File: src/rtl/mem_access_master.sv
// Load/store master: turns one CPU byte/halfword/word request at a time into a
// single word-aligned bus transfer with lane enables, data steering and an optional stall timeout.
module mem_access_master #(
  parameter int unsigned MAX_WAIT = 0
) (
  input  logic        clk,
  input  logic        rst_n,
  input  logic        req_valid,
  output logic        req_ready,
  input  logic [2:0]  req_op,
  input  logic [31:0] req_addr,
  input  logic [31:0] req_wdata,
  output logic        resp_valid,
  output logic [31:0] resp_data,
  output logic        resp_err,
  output logic [31:0] address,
  output logic        read,
  output logic        write,
  output logic [3:0]  byte_en,
  output logic [31:0] writedata,
  input  logic [31:0] readdata,
  input  logic        waitrequest
);

  localparam logic [2:0] OP_LB  = 3'b000;
  localparam logic [2:0] OP_LBU = 3'b001;
  localparam logic [2:0] OP_LH  = 3'b010;
  localparam logic [2:0] OP_LHU = 3'b011;
  localparam logic [2:0] OP_LW  = 3'b100;
  localparam logic [2:0] OP_SB  = 3'b101;
  localparam logic [2:0] OP_SH  = 3'b110;
  localparam logic [2:0] OP_SW  = 3'b111;

  // The counter only has to reach MAX_WAIT-1; the transfer is abandoned on the next stalled edge.
  localparam int unsigned CW = (MAX_WAIT > 1) ? $clog2(MAX_WAIT) : 1;
  localparam logic [CW-1:0] WAIT_LAST = CW'((MAX_WAIT > 0) ? MAX_WAIT - 1 : 0);
  localparam bit TIMEOUT_EN = (MAX_WAIT > 0);

  typedef enum logic [1:0] {
    IDLE = 2'd0,
    BUS  = 2'd1,
    RESP = 2'd2
  } state_e;

  state_e        state_q, state_d;
  logic [2:0]    op_q, op_d;
  logic [1:0]    lane_q, lane_d;
  logic [CW-1:0] wait_cnt_q, wait_cnt_d;
  logic [31:0]   address_q, address_d;
  logic          read_q, read_d;
  logic          write_q, write_d;
  logic [3:0]    byte_en_q, byte_en_d;
  logic [31:0]   writedata_q, writedata_d;
  logic [31:0]   resp_data_q, resp_data_d;
  logic          resp_err_q, resp_err_d;

  logic          req_is_load, req_byte, req_half, req_word, req_misaligned;
  logic [3:0]    req_be;
  logic [31:0]   req_lane_mask, req_wd;
  logic [7:0]    rd_byte;
  logic [15:0]   rd_half;
  logic [31:0]   load_result;

  always_comb begin
    req_is_load    = (req_op <= OP_LW);
    req_byte       = (req_op == OP_LB) || (req_op == OP_LBU) || (req_op == OP_SB);
    req_half       = (req_op == OP_LH) || (req_op == OP_LHU) || (req_op == OP_SH);
    req_word       = (req_op == OP_LW) || (req_op == OP_SW);
    req_misaligned = (req_half && req_addr[0]) || (req_word && (req_addr[1:0] != 2'b00));

    req_be = 4'b1111;
    if (req_byte) begin
      req_be = 4'b0001 << req_addr[1:0];
    end else if (req_half) begin
      req_be = req_addr[1] ? 4'b1100 : 4'b0011;
    end

    req_lane_mask = {{8{req_be[3]}}, {8{req_be[2]}}, {8{req_be[1]}}, {8{req_be[0]}}};
    if (req_byte) begin
      req_wd = {4{req_wdata[7:0]}} & req_lane_mask;
    end else if (req_half) begin
      req_wd = {2{req_wdata[15:0]}} & req_lane_mask;
    end else begin
      req_wd = req_wdata;
    end
  end

  // Lane extraction uses the latched op/lane, so it only depends on readdata during BUS.
  always_comb begin
    case (lane_q)
      2'd0:    rd_byte = readdata[7:0];
      2'd1:    rd_byte = readdata[15:8];
      2'd2:    rd_byte = readdata[23:16];
      default: rd_byte = readdata[31:24];
    endcase
    rd_half = lane_q[1] ? readdata[31:16] : readdata[15:0];

    case (op_q)
      OP_LB:   load_result = {{24{rd_byte[7]}}, rd_byte};
      OP_LBU:  load_result = {24'h0, rd_byte};
      OP_LH:   load_result = {{16{rd_half[15]}}, rd_half};
      OP_LHU:  load_result = {16'h0, rd_half};
      OP_LW:   load_result = readdata;
      default: load_result = 32'h0;
    endcase
  end

  always_comb begin
    state_d     = state_q;
    op_d        = op_q;
    lane_d      = lane_q;
    wait_cnt_d  = wait_cnt_q;
    address_d   = address_q;
    read_d      = read_q;
    write_d     = write_q;
    byte_en_d   = byte_en_q;
    writedata_d = writedata_q;
    resp_data_d = resp_data_q;
    resp_err_d  = resp_err_q;

    case (state_q)
      IDLE: begin
        if (req_valid) begin
          op_d   = req_op;
          lane_d = req_addr[1:0];
          if (req_misaligned) begin
            resp_err_d  = 1'b1;
            resp_data_d = 32'h0;
            state_d     = RESP;
          end else begin
            address_d   = {req_addr[31:2], 2'b00};
            read_d      = req_is_load;
            write_d     = !req_is_load;
            byte_en_d   = req_be;
            writedata_d = req_is_load ? 32'h0 : req_wd;
            wait_cnt_d  = '0;
            state_d     = BUS;
          end
        end
      end

      BUS: begin
        if (!waitrequest) begin
          read_d      = 1'b0;
          write_d     = 1'b0;
          byte_en_d   = 4'b0000;
          resp_err_d  = 1'b0;
          resp_data_d = load_result;
          state_d     = RESP;
        end else if (TIMEOUT_EN && (wait_cnt_q == WAIT_LAST)) begin
          read_d      = 1'b0;
          write_d     = 1'b0;
          byte_en_d   = 4'b0000;
          resp_err_d  = 1'b1;
          resp_data_d = 32'h0;
          state_d     = RESP;
        end else begin
          wait_cnt_d = wait_cnt_q + CW'(1);
        end
      end

      RESP: begin
        state_d = IDLE;
      end

      default: begin
        read_d    = 1'b0;
        write_d   = 1'b0;
        byte_en_d = 4'b0000;
        state_d   = IDLE;
      end
    endcase
  end

  always_ff @(posedge clk or negedge rst_n) begin
    if (!rst_n) begin
      state_q     <= IDLE;
      op_q        <= 3'b000;
      lane_q      <= 2'b00;
      wait_cnt_q  <= '0;
      address_q   <= 32'h0;
      read_q      <= 1'b0;
      write_q     <= 1'b0;
      byte_en_q   <= 4'b0000;
      writedata_q <= 32'h0;
      resp_data_q <= 32'h0;
      resp_err_q  <= 1'b0;
    end else begin
      state_q     <= state_d;
      op_q        <= op_d;
      lane_q      <= lane_d;
      wait_cnt_q  <= wait_cnt_d;
      address_q   <= address_d;
      read_q      <= read_d;
      write_q     <= write_d;
      byte_en_q   <= byte_en_d;
      writedata_q <= writedata_d;
      resp_data_q <= resp_data_d;
      resp_err_q  <= resp_err_d;
    end
  end

  assign req_ready  = (state_q == IDLE);
  assign resp_valid = (state_q == RESP);
  assign resp_data  = resp_data_q;
  assign resp_err   = resp_err_q;
  assign address    = address_q;
  assign read       = read_q;
  assign write      = write_q;
  assign byte_en    = byte_en_q;
  assign writedata  = writedata_q;

endmodule

File: config.mk
export PLATFORM = sky130hd
export DESIGN_NAME = mem_access_master
export DESIGN_NICKNAME = d
export VERILOG_FILES = /design/src/rtl/mem_access_master.sv
export SDC_FILE = /design/constraint.sdc
export NUM_CORES = 1
export LEC_CHECK = 0
export ABC_CLOCK_PERIOD_IN_PS = 2650
export CORE_MARGIN = 5
export CORE_UTILIZATION = 48
export CTS_BUF_LIST = sky130_fd_sc_hd__clkbuf_2 sky130_fd_sc_hd__clkbuf_4 sky130_fd_sc_hd__clkbuf_8
export CTS_CLUSTER_DIAMETER = 80
export CTS_CLUSTER_SIZE = 28
export DETAILED_ROUTE_END_ITERATION = 16
export PLACE_DENSITY = 0.93
export SETUP_SLACK_MARGIN = 0.3
export SLEW_MARGIN = 20
export SYNTH_ARGS = -nofsm -noshare
export SYNTH_HDL_FRONTEND = slang
export SYNTH_SLANG_ARGS = --single-unit
File: constraint.sdc
create_clock -name clk -period 2.65 [get_ports clk]
set_input_delay 0.265 -clock clk [delete_from_list [all_inputs] [get_ports clk]]
set_output_delay 0.265 -clock clk [all_outputs]
set_load 0.005 [all_outputs]
# ---- After elaboration in Yosys (flattened, before gate mapping)
# Cells that the tools add are included.
# W data, S select, Z words.
dict set report classes {
  magnitude_cmp 1
  n_eq_ne 19
  shifts 1
  muxes 31
  bitwise_logic 4
  reduce_logical 20
}
# cell count
set ops {}
lappend ops {{$mux W32} 6}
lappend ops {{$pmux W32 S5} 1}
lappend ops {{$and A32 B32 Y32} 2}
lappend ops {{$pmux W32 S2} 1}
lappend ops {{$mux W4} 6}
lappend ops {{$pmux W8 S3} 1}
lappend ops {{$mux W16} 1}
lappend ops {{$eq A3 B3 Y1 const B} 5}
lappend ops {{$eq A3 B2 Y1 const B} 4}
lappend ops {{$pmux W4 S3} 1}
lappend ops {{$reduce_and A4 Y1} 2}
lappend ops {{$mux W1} 7}
lappend ops {{$eq A3 B1 Y1 const B} 2}
lappend ops {{$logic_not A3 Y1} 2}
lappend ops {{$logic_or A1 B1 Y1} 6}
lappend ops {{$mux W2} 3}
lappend ops {{$ne A2 B2 Y1 const B} 3}
lappend ops {{$pmux W1 S3} 2}
lappend ops {{$eq A2 B1 Y1 const B} 2}
lappend ops {{$eq A2 B2 Y1 const B} 2}
lappend ops {{$logic_not A2 Y1} 2}
lappend ops {{$pmux W2 S2} 1}
lappend ops {{$reduce_and A2 Y1} 2}
lappend ops {{$reduce_bool A2 Y1} 2}
lappend ops {{other kinds (8)} 10}
dict set report word_totals {
  register_bits 108
  input_bits 103
  out_inout_bits 105
  word_cells 86
}

# ---- Logic depth before layout (Yosys ltp)
# Gate-level depths: netlist of run 1.
dict set report depth {
  word_depth 9
  depth_mapped 8
  mapped_depth_nobuf 5
}

# ---- Worst setup path after synthesis of run 1
# No wires, ideal clock.
dict set report synth_timing {
  kind {register -> register}
  start {reg op_q[2]}
  end {reg resp_data_q[29] (netlist: resp_data[29])}
  setup_time_ps 64
  arrival_time_ps 1725
  required_ps 2586
  slack_ps 861
  stages_incl_launch_ff 7
  n_path_buf 2
  period_less_slack_ps 1789
  cell_sequence {dfrtp_1 clkbuf_1 or4_4 o31a_4 nor3_4 buf_6 a221o_2}
}
dict set report synth_via {
  elab_chain_len 4
}
# element line
set synth_lines {}
lappend synth_lines {{start: declaration} 46} ;# logic [2:0] op_q, op_d;
lappend synth_lines {{start signal: assignment} 190} ;# op_q <= op_d;
lappend synth_lines {{$eq A3 B3 Y1 (tied with other cells)} 98} ;# case (op_q)
lappend synth_lines {{$pmux W32 S5 *} 98}
lappend synth_lines {{$mux W32 *} 143} ;# if (!waitrequest) begin
lappend synth_lines {{$pmux W32 S2 *} 121} ;# case (state_q)
lappend synth_lines {{end signal: assignment} 198} ;# resp_data_q <= resp_data_d;
lappend synth_lines {{end: declaration} 54} ;# logic [31:0] resp_data_q, resp_data_d;
# Every way passes the cells marked *; elsewhere a longest branch is shown, timed or not. The select of a mux whose other input is x is not followed.
# A chain may end at the register's enable or synchronous reset.

# ---- Worst setup path after layout of run 1
dict set report layout_timing {
  start {reg state_q[1]}
  end {reg resp_data_q[27] (netlist: resp_data[27])}
}
dict set report layout_via {
  elab_chain_len 3
}
# element line
set layout_lines {}
lappend layout_lines {{start: declaration} 45} ;# state_e state_q, state_d;
lappend layout_lines {{start signal: assignment} 189} ;# state_q <= state_d;
lappend layout_lines {{$eq A2 B1 Y1 / $logic_not A2 Y1 (equally long branches)} n/a}
lappend layout_lines {{$ne A2 B2 Y1 (no source line) (tied with other cells)} n/a}
lappend layout_lines {{$reduce_and A4 Y1 (no source line)} n/a}
# Parallel ways exist; a longest one is shown, timed or not.

==> run metrics, run 1 <==
status=complete, no violations; GP Congestion=0.946; max-slew violations=0; GRT Util Overall=roughly a quarter; die height=between 100 and 150 um; share of cells above drive strength 1=9.20%; cell count after synthesis=500; crit-path leading delay family=compound AO/OA/AOI/OAI gates; final setup violation count=0; DR vias/cell=5.80; Synth async-reset ratio=between 90% and 100%; core area=between 10000 and 15000 um2; RSZ-0062 raised after global routing=false; Worst Path Required=2.90 ns; Ys Warns=0; Peak VDD IR=0.381 mV; nature of the critical path startpoint=register; WL final=16100 um; Pleak=approximately 3.3 nW; port bufs=205; largest stage delay on the critical path=0.41 ns; worst-skew pair later-pin latency=0.37 ns; number of global-route vias before repair=approximately 4800; setup TNS=0 ns; placed cell area=7250 um2; number of synthesized flops with an enable pin=0; crit end category=register; #FFs+latches synth=between 100 and 150; number of library cell types mapped by synthesis=between 40 and 50; Synth Cell Area=5060 um2; share of the core filled with cells=72.0%; row cnt=37; Layout area overhead=47.0%; Avg Cell Area, Syn=~10 um2; Starting Density=between 40% and 50%; Fmax=around 490 MHz; Worst Max-Slew Pin Slew=0.839 ns; pin count of the biggest net entering global routing=67; Die X=113 um; max-capacitance violation count=0; vias=4828; Synth area leaders=dfrtp_1 (53%), nand2_1 (9.6%), a22o_1 (6.2%), o2bb2ai_1 (2.9%), mux2_2 (2.4%); Buf/Inv on CP=2; post_cts resized=0; sequential area share after synthesis=53.4%; Worst Hold Class=in -> async; root buffer cell=clkbuf_8; Post-DRT Antenna Nets=0; DR DRC count=0; Worst Skew=approximately 0.013 ns; DRT Pass-1 Iters=5; slowest stage cell, crit path=dfrtp_1; first-pass GRT wire length=25200 um; I/O pins=208; Sink Count=about 110; Max clock buf depth=2; clk slew on worst S/H paths=approximately 0.10 ns; DR WL/cell=roughly 19 um; initial antenna violation count=0; CTS tree=yes; DRT iter0 DRCs=roughly 520; critical path type=reg -> reg; fill count=701; top cells by count, synth=nand2_1 (130), dfrtp_1 (108), a22o_1 (36), a21oi_1 (21), nor2_1 (20); CP Cell Sequence=nor2_1 -> nand2_1 -> buf_4 -> o21ba_2 -> nor2_2 -> buf_12 -> a221o_2; final hold viol count=0; antenna cells=0; cell with the most instances after synthesis=nand2_1; max_slew headroom=43.6%; Yosys top cell by area=dfrtp_1; PD cells=about 790 nW/um2; grt total ovfl=0; H-tree depth=3; DP Wirelength=roughly 12000 um; Synth Flop Type=dfrtp_1; design area=7440 um2; crit path DAT=2.31 ns; minimum clock period=2.06 ns; DIE AREA=~13000 um2; Num CTS Buffers=9; Final #Nets=between 700 and 800; post-synth top area share=53.4%; peak fanout along the critical path=33; Final Cycle Share=~80%
per-layer routing:
metal,GRT usage (%),share of wire [%],vias up
li1,-,-,2182
met1,30.4,38,2311
met2,41.3,50,273
met3,5.71,7.7,62
met4,11.0,4.1,0
met5,0,0,-
report_power, final:
group,internal (mW),switching [mW],leakage (nW)
Sequential,2.14,0.339,1.42
Clock,0.349,0.580,0.0876
Combinational,1.46,0.973,1.78
Total,3.95,1.89,3.29
worst reg2reg max path, stage by stage (launching register included):
cell and delay (ns):
dfrtp_1 0.41, nor2_1 0.22, nand2_1 0.20, buf_4 0.22, o21ba_2 0.26, nor2_2 0.05
buf_12 0.19, a221o_2 0.40
cell type report:
class	count	area (um2)	area share, %
clock buffer	9	124	1.67
clock inverter	6	50.0	0.673
inverter	3	11.3	0.151
multi-input combinational	349	2170	29.2
sequential	108	2700	36.3
tap	136	170	2.29
timing repair buffer	221	2210	29.7
cell usage in the layout (no fill, tap or decap), types with 11 or more instances in the layout:
| cell | count |
|---|---|
| buf_4 | 13 |
| clkdlybuf4s50_1 | 204 |
| nand2_1 | 130 |
| a21oi_1 | 21 |
| nor2_1 | 19 |
| a22o_1 | 36 |
| mux2_2 | 11 |
| dfrtp_1 | 108 |
| o2bb2ai_1 | 17 |
| o21ai_0 | 13 |
through the flow:
step / hold WS [ns] / std cells / setup WS [ns] / total power [mW]
finish: 0.413 / 832 / 0.588 / 5.85
global route: 0.410 / 832 / 0.483 / 6.17
CTS: 0.418 / 832 / 0.600 / 5.87
detailed placement: 0.284 / 816 / 0.279 / 4.95
global placement: 0.274 / 816 / 0.388 / 4.85
floorplan: -0.0306 / 501 / 0.861 / 3.45
worst paths after layout:
| path | start | endpoint | slack (ns) | cells after the start |
|---|---|---|---|---|
| setup / recovery | state_q[1] | resp_data[27] | 0.59 | 7 |
| hold / removal | rst_n | address[14] | 0.41 | 2 |
| setup reg to reg | state_q[1] | resp_data[27] | 0.59 | 7 |
| hold reg to reg | address[27] | address[27] | 0.48 | 2 |
| max in group asynchronous | rst_n | resp_data[26] | 1.50 | 3 |
| min in group clk | req_addr[14] | address[14] | 0.43 | 3 |
cell families after synthesis:
| family | Yosys count | share of synthesized area [%] |
|---|---|---|
| mux | 13 | 2.84 |
| other cells | 1 | 0.0741 |
| compound gates | 142 | 22.8 |
| xor+xnor | 2 | 0.346 |
| flops | 108 | 53.4 |
| simple gates | 190 | 16.5 |
| buf+inv | 44 | 3.96 |
state kept, by name (all words and copies together) (netlist names), 2 cells and up:
name       count
writedata     32
resp_data     32
state_q        2
op_q           3
lane_q         2
address       30
byte_en        4
repair_timing:
action / 4_1_cts / 5_1_grt
buffers inserted: 0 / 0
hold endpoints to repair: 42 / 0
hold buffers: 1 / 0
No activity file was read; power rests on OpenSTA's default activity.
==> run 2, diff against run 1 <==
--- a/config.mk
+++ b/config.mk
@@ -5,14 +5,14 @@
 export SDC_FILE = /design/constraint.sdc
 export NUM_CORES = 1
 export LEC_CHECK = 0
-export ABC_CLOCK_PERIOD_IN_PS = 2650
+export ABC_CLOCK_PERIOD_IN_PS = 2000
 export CORE_MARGIN = 5
-export CORE_UTILIZATION = 48
+export CORE_UTILIZATION = 45
 export CTS_BUF_LIST = sky130_fd_sc_hd__clkbuf_2 sky130_fd_sc_hd__clkbuf_4 sky130_fd_sc_hd__clkbuf_8
 export CTS_CLUSTER_DIAMETER = 80
 export CTS_CLUSTER_SIZE = 28
 export DETAILED_ROUTE_END_ITERATION = 16
-export PLACE_DENSITY = 0.93
+export PLACE_DENSITY = 0.88
 export SETUP_SLACK_MARGIN = 0.3
 export SLEW_MARGIN = 20
 export SYNTH_ARGS = -nofsm -noshare
==> constraint.sdc (replaced) <==
create_clock -name clk -period 2 [get_ports clk]
set_input_delay 0.2 -clock clk [delete_from_list [all_inputs] [get_ports clk]]
set_output_delay 0.2 -clock clk [all_outputs]
set_load 0.005 [all_outputs]
==> run metrics, run 2 (same netlist as run 1, synthesis figures left out) <==
worst reg-to-reg setup slack=0.30 ns (-0.29 ns); Final Cycle Share=85.2% (+7.4 points); core area=10900 um2 (+5.9%); Final #Nets=821 (+3.3%); max-slew violations=0 (unchanged); RSZ-0062 raised after global routing=true; peak fanout along the critical path=9 (-73%); design area=7850 um2 (+5.6%); critical path type=reg -> reg; GRT Util Overall=23.4% (-1.3 points); root buffer cell=clkbuf_8; final hold viol count=0 (unchanged); nature of the critical path startpoint=register; max-capacitance violation count=0 (unchanged); antenna cells=0 (unchanged); Layout area overhead=55.2%; clk slew on worst S/H paths=0.11 ns (about the same); commonest cells after routing, fill and taps aside=clkdlybuf4s50_1 (199), nand2_1 (128), dfrtp_1 (105); H-tree depth=3 (unchanged); placed cell area=7430 um2 (+2.5%); Routed met2 length=7920 um (-1.7%); DIE AREA=13500 um2 (+6.1%); crit path DAT=1.94 ns (-0.37 ns); row cnt=38 (+2.7%); Worst Path Required=2.24 ns (-0.66 ns); final setup violation count=0 (unchanged); Fmax=587 MHz (+21%); first-pass GRT wire length=24900 um (-1.3%); fill count=811 (+16%); RR Startpoint=lane_q[1]; DR vias/cell=5.59 (-3.7%); Worst Max-Slew Pin Slew=0.501 ns (-0.338 ns); status=complete, no violations; M1 wire length=6840 um (+11%); DP Wirelength=12200 um (-0.68%); share of cells above drive strength 1=15.1% (+5.9 points); Die X=116 um (+3.0%); Peak VDD IR=0.644 mV (+69%); met3 WL=1140 um (-7.9%); DR WL/cell=18.8 um (-3.1%); port bufs=205 (unchanged); crit end category=register; number of global-route vias before repair=4816 (+0.31%); FF-to-FF path depth=5 (-2); pin count of the biggest net entering global routing=46 (-31%); die height=116 um (+3.0%); vias=4823 (-0.10%); Max Used Layer=met4; Worst Hold Class=in -> async; r2r endpoint=resp_data[14]; DR DRC count=0 (unchanged); final hold slack=0.324 ns (-0.0887 ns); GP Congestion=0.920 (-2.8%); worst-skew pair later-pin latency=0.36 ns (about the same); DRT Pass-1 Iters=6 (+1); grt total ovfl=0 (unchanged); Pleak=3.51 nW (+6.6%); commonest non-fill, non-tap cell in the layout=clkdlybuf4s50_1; Worst Skew=0.0114 ns (-0.00152 ns); Num CTS Buffers=9 (unchanged); minimum clock period=1.70 ns (-0.359 ns); I/O pins=208 (unchanged); Starting Density=46.3% (-2.7 points); CTS tree=yes; initial antenna violation count=0 (unchanged); PD cells=1040 nW/um2 (+32%); Sink Count=108 (unchanged); Max clock buf depth=2 (unchanged); max_slew headroom=66.5% (+23 points); Post-DRT Antenna Nets=0 (unchanged); WL final=16200 um (+0.55%); DRT iter0 DRCs=456 (-12%)
[run 2: worst max-delay path: stages (launching register included)]
cell and delay [ns]:
dfrtp_2 0.46, buf_4 0.15, nor2b_1 0.13, and2_1 0.28
a221oi_1 0.45, o2bb2ai_1 0.11
[run 2: through the flow]
step	total power, mW	setup TNS [ns]	utilization (%)	worst slack, ns	std cells
floorplan	4.59	0	-	0.296	501
global placement	6.53	-5.27	68.0	-0.122	840
detailed placement	6.66	-10.75	68.0	-0.197	840
CTS	8.09	0	70.8	0.290	859
global route	8.60	0	71.8	0.216	863
finish	8.14	0	71.8	0.297	863
[run 2: repair_timing]
| action | CTS | global route |
|---|---|---|
| hold endpoints to repair | 34 | 0 |
| pin swaps | 1 | 5 |
| buffers inserted | 1 | 3 |
| gates cloned | 1 | 1 |
| resized for setup | 23 | 13 |
| hold buffers | 1 | 0 |
| setup endpoints to repair | 79 | 99 |
[run 2: power by group]
part	total [mW]	switching, mW	internal, mW
logic	3.50	1.40	2.10
registers	3.30	0.462	2.84
clock network	1.34	0.757	0.584
total	8.14	2.61	5.53
[run 2: routing by layer]
metal  GRT usage, %  up-vias
met5              0        -
met3           4.96       27
li1               -     2238
met2           39.4      201
met4           5.57        0
met1           31.3     2357
[run 2: layout make-up]
class | instances | area, um2 | share of cell area (%)
repair buffers | 247 | 2480 | 31.6
well taps | 140 | 175 | 2.23
multi-input cells | 349 | 2280 | 29.1
inverters | 3 | 11.3 | 0.143
flip-flops and latches | 108 | 2710 | 34.5
clock buffers | 9 | 124 | 1.58
clock inverters | 7 | 72.6 | 0.924
[run 2: worst max-delay path by stage]
stage                                to         from  slack (ns)
after global routing      resp_data[14]    lane_q[1]        0.22
after global placement     writedata[6]  req_addr[1]       -0.12
final                     resp_data[14]    lane_q[1]        0.30
after CTS                 resp_data[14]    lane_q[1]        0.29
after floorplan           resp_data[29]      op_q[2]        0.30
after detailed placement   writedata[2]  req_addr[1]       -0.20
